## src/rtl/multi_tick_gen.sv

```systemverilog
// multi_tick_gen: multi-channel programmable tick and square-wave time base
// Ports: clk_2MHz system clock; reset async active-high;
//   enable global run; ch_en per-channel run; sync_clr clears counters and sq;
//   load/load_ch/load_div write one channel's divisor (restarting its count);
//   tick one-cycle strobe per channel; sq toggles on every tick.
// Optional: define MULTI_TICK_GEN_CASCADE_EN so channel i>0 counts ticks of
//   channel i-1 instead of clock edges.
module multi_tick_gen #(
  parameter int NUM_CH = 4,
  parameter int DIV_W = 21,
  parameter int CH_W = 2,
  parameter int DEFAULT_DIV = 1000000
) (
  input  logic              clk_2MHz,
  input  logic              reset,
  input  logic              enable,
  input  logic [NUM_CH-1:0] ch_en,
  input  logic              sync_clr,
  input  logic              load,
  input  logic [CH_W-1:0]   load_ch,
  input  logic [DIV_W-1:0]  load_div,
  output logic [NUM_CH-1:0] tick,
  output logic [NUM_CH-1:0] sq
);
`ifdef MULTI_TICK_GEN_CASCADE_EN
  logic [NUM_CH-1:0] fire;
`endif
  for (genvar i = 0; i < NUM_CH; i++) begin : g_ch
    logic [DIV_W-1:0] div, cnt;
    logic t, s, sel, act, term, adv;
    // out-of-range load_ch matches no channel, so such loads are ignored
    assign sel = load && load_ch == CH_W'(i);
`ifdef MULTI_TICK_GEN_CASCADE_EN
    // successors step on the same edge their predecessor issues a tick
    assign fire[i] = act && term && !sel && !sync_clr;
    if (i == 0) begin : g_head
      assign adv = 1'b1;
    end else begin : g_tail
      assign adv = fire[i-1];
    end
`else
    assign adv = 1'b1;
`endif
    assign act = enable && ch_en[i] && div != '0 && adv;
    assign term = cnt == div - DIV_W'(1);
    always_ff @(posedge clk_2MHz or posedge reset)
      if (reset) begin
        div <= DIV_W'(DEFAULT_DIV);
        cnt <= '0;
        t <= 1'b0;
        s <= 1'b0;
      end else begin
        if (sel) div <= load_div;
        if (sync_clr) begin
          cnt <= '0;
          t <= 1'b0;
          s <= 1'b0;
        end else if (sel) begin
          cnt <= '0;
          t <= 1'b0;
        end else if (act && term) begin
          cnt <= '0;
          t <= 1'b1;
          s <= ~s;
        end else begin
          cnt <= act ? cnt + DIV_W'(1) : cnt;
          t <= 1'b0;
        end
      end
    assign tick[i] = t;
    assign sq[i] = s;
  end
endmodule

```

## config.mk

```make
export PLATFORM = sky130hd
export DESIGN_NAME = multi_tick_gen
export DESIGN_NICKNAME = d
export VERILOG_FILES = /design/src/rtl/multi_tick_gen.sv
export SDC_FILE = /design/constraint.sdc
export NUM_CORES = 1
export LEC_CHECK = 0
export ABC_AREA = 1
export CAP_MARGIN = 5
export CORE_MARGIN = 10
export CORE_UTILIZATION = 54
export CTS_CLUSTER_SIZE = 25
export DETAILED_ROUTE_END_ITERATION = 6
export MAX_ROUTING_LAYER = met4
export PLACE_DENSITY = 0.73
export RECOVER_POWER = 25
export REMOVE_ABC_BUFFERS = 1
export SETUP_SLACK_MARGIN = 0.3
export SYNTH_ARGS = -nofsm -noshare
export SYNTH_HDL_FRONTEND = slang
export SYNTH_SLANG_ARGS = --single-unit
```

## constraint.sdc

```tcl
create_clock -name clk_2MHz -period 14.3 [get_ports clk_2MHz]
set_input_delay 2.145 -clock clk_2MHz [delete_from_list [all_inputs] [get_ports clk_2MHz]]
set_output_delay 2.145 -clock clk_2MHz [all_outputs]
set_load 0.005 [all_outputs]
```

==> key figures <==
CTS
  • Hold_buf cts: 0
  • CTS tree: done
  • Clock sink total: 176
  • CTS clk-pin slew, worst paths: 0.07 ns
  • Clk root buf: clkbuf_16
  • CTS Buffer Depth: 2
  • Post-CTS Setup Repair Bufs: 0
  • H-tree depth: 4
  • CTS Buf Count: 17
  • Worst-Skew Late Latency: 0.45 ns
  • PostCTS Resize Cnt: 0

Worst setup path
  • R2R depth: 14
  • Worst-path fanout max: 107
  • CP endpoint kind: asynchronous set/reset pin
  • Reg2reg end: g_ch[3].cnt[9]$_DFFE_PP0P_
  • Crit Path Class: input port to asynchronous set/reset pin
  • Reg-to-reg slack, setup: 11.77 ns
  • Reg-to-reg critical path startpoint: g_ch[3].div[0]$_DFFE_PP0P_
  • Arr. time, crit path: 6.52 ns
  • Crit start category: input port
  • CP required: 14.76 ns

Place
  • Post-DP HPWL: 25.7 mm
  • RePlAce Congestion: 0.934
  • DP Worst Slack: 9.73 ns
  • Port bufs: 39
  • DP Cell Count: 2203
  • Placed Area: 13400 um^2

Yosys
  • Post-Synthesis Cells: 1886
  • Synth area leaders: dfrtp_1 (29%), nand2_1 (18%), inv_1 (6.7%), xor2_1 (6.2%), nor2_1 (6.2%)
  • Post-synth EDFFs: 0
  • Top_reg_cell synth: dfrtp_1
  • Unique masters post-synth: 49
  • #FFs+latches synth: 176
  • Post-synth top area share: 0.290
  • Yosys warnings: 0
  • Largest area contributor in the netlist: dfrtp_1
  • Average size of a mapped cell: 6.77 um^2
  • Post-synth ARST share: 1.00
  • Syn Std Cell Area: 12800 um^2
  • Part of the Yosys area used for sequential elements: 0.347

STA
  • Hold slack: 0.496 ns
  • Post-route setup TNS: 0 ns
  • Highest clock rate: 165 MHz
  • Count of final setup violators: 0
  • Fin crit period: 6.06 ns
  • Worst-Margin Slew: 4.85 ns
  • RSZ-0062 raised after global routing: false
  • Slew headroom: -2.25
  • Worst Clk Skew: 0.0120 ns
  • Final period utilization: 0.424
  • Final Hold Fails: 0
  • Final setup margin: 8.24 ns
  • Max-slew violations: 108

Floorplanning
  • Die span in y: 174 um
  • Ports: 40
  • Row count: 56
  • Starting density of the core: 0.546
  • Core Region: 23400 um^2
  • Die width: 174 um
  • Total Die Area: 30200 um^2

Global routing
  • First-pass GRT wire length: 55.9 mm
  • Total GRT Usage: 0.231
  • GRT overflow: 0
  • Vias in the first global route: 11105
  • Initial antenna violation count: 0
  • Largest net degree at the start of global routing: 108

Routing
  • Drt initial violations: 991
  • DRC violations left: 0
  • Drt first pass iters: 5
  • DRT antenna net count: 0
  • Wire per inst: 15.4 um
  • Vias: 11775
  • Drt total wl: 34.3 mm
  • Vias per std cell: 5.27

Min path
  • Hold Path Depth: 2
  • Hold Crit Endpoint: g_ch[1].div[17]$_DFFE_PP1P_
  • Min-Delay Path Class: flop to flop
  • Min-delay src: g_ch[1].div[17]$_DFFE_PP1P_

Final layout
  • Area growth syn-to-layout: 9.00%
  • Layout cells sized above 1: 0.0908
  • Post-route insts no fill: 2235
  • Finished Cell Area: 13900 um^2
  • Nets@finish: 1947
  • Fin util: 0.595
  • Antenna Cells: 0

Pwr
  • Pwr/cell area: 104 nW/um^2
  • Lkg Pwr: 6.69 nW
  • Total power: 1.44 mW
  • Worst IR Drop VDD: 0.0686 mV

Run
  • Max-cap violations: 1

Status
  • Failing checks: max-capacitance violations, max-slew violations
  • Status: complete, but fails checks
[sequential cells by signal (all words and copies together), names as in the netlist]
signal	cells
g_ch.cnt	84
g_ch.div	84
g_ch.s	4
g_ch.t	4
[worst max-delay path by stage]
stage / to / depth (start not counted) / slack [ns] / from
4_1_cts: g_ch[0].cnt[2]$_DFFE_PP0P_ / 8 / 10.19 / load
6_report: g_ch[2].cnt[15]$_DFFE_PP0P_ / 3 / 8.24 / reset
3_5_place_dp: g_ch[3].cnt[9]$_DFFE_PP0P_ / 9 / 9.73 / load
5_1_grt: g_ch[2].cnt[15]$_DFFE_PP0P_ / 3 / 7.43 / reset
3_3_place_gp: g_ch[0].cnt[2]$_DFFE_PP0P_ / 8 / 9.79 / load
2_1_floorplan: g_ch[0].cnt[0]$_DFFE_PP0P_ / 1 / 7.43 / reset
[synthesized netlist by cell type, drive strengths merged, types with 2 or more instances]
library cell,instances
nand3,132
a21oi,14
xnor2,30
nor2,261
nand4,34
o31ai,2
o21bai,4
clkbuf,23
nor3b,7
dfrtp,148
nor4,6
ha,12
inv,234
xor2,91
dfstp,28
nand2,635
a211oi,2
xnor3,2
or2,5
o21ai,138
nor3,28
buf,24
nand3b,16
a31o,4
[cell families (layout without fill, tap and decap cells)]
logic type,Yosys count,after routing,share of synthesized area
AOI/OAI and AO/OA,167,167,0.0722
and+or+nand+nor,1126,1126,0.393
xor gates and xnor gates,123,123,0.0865
DFF,176,176,0.347
adders and majority gates,12,12,0.0118
buffers and inverters,282,312,0.0891
[layout make-up]
type | instances | area [um^2]
clock buffers | 23 | 478
clock inverters | 9 | 109
fillers | 2231 | 9480
inverters | 235 | 883
multi-input cells | 1428 | 7190
flip-flops and latches | 176 | 4440
well taps | 319 | 399
repair buffers | 45 | 424
[cell usage in the layout (no fill, tap or decap), types with 3 or more instances in the layout]
cell,synthesis,final
a21oi_1,14,14
a31o_2,4,4
buf_4,8,3
clkbuf_1,22,6
clkbuf_16,0,17
clkbuf_8,0,3
clkdlybuf4s50_1,0,37
clkinv_2,0,3
dfrtp_1,148,148
dfstp_2,28,28
ha_1,12,12
inv_1,227,226
inv_2,7,7
nand2_1,623,623
nand2_2,10,10
nand3_1,116,116
nand3_2,15,15
nand3b_1,15,15
nand4_1,32,32
nor2_1,212,212
nor2_2,33,33
nor2_4,15,15
nor3_1,22,23
nor3_2,6,5
nor3b_1,7,7
nor4_1,5,5
o21ai_0,109,109
o21ai_1,17,17
o21ai_2,12,12
o21bai_1,4,4
or2_2,4,4
xnor2_1,30,30
xor2_1,91,91
[routing by layer]
metal  global-route usage  part of all wire  vias up
li1                     -                 -     5930
met1                0.304              0.47     5487
met2                0.367              0.46      314
met3               0.0344             0.055       44
met4               0.0531             0.015        0
met5                    -                 0        -
[critical path: stages]
cell and delay [ns]:
dlygate4sd3_1 0.55, clkinvlp_2 2.70, buf_4 1.04
[where the power goes]
part,switching [mW],leakage (nW),internal [mW]
registers,0.0559,2.27,0.548
clock network,0.213,0.288,0.272
logic,0.234,4.13,0.120
(Power assumes the default switching activity.)
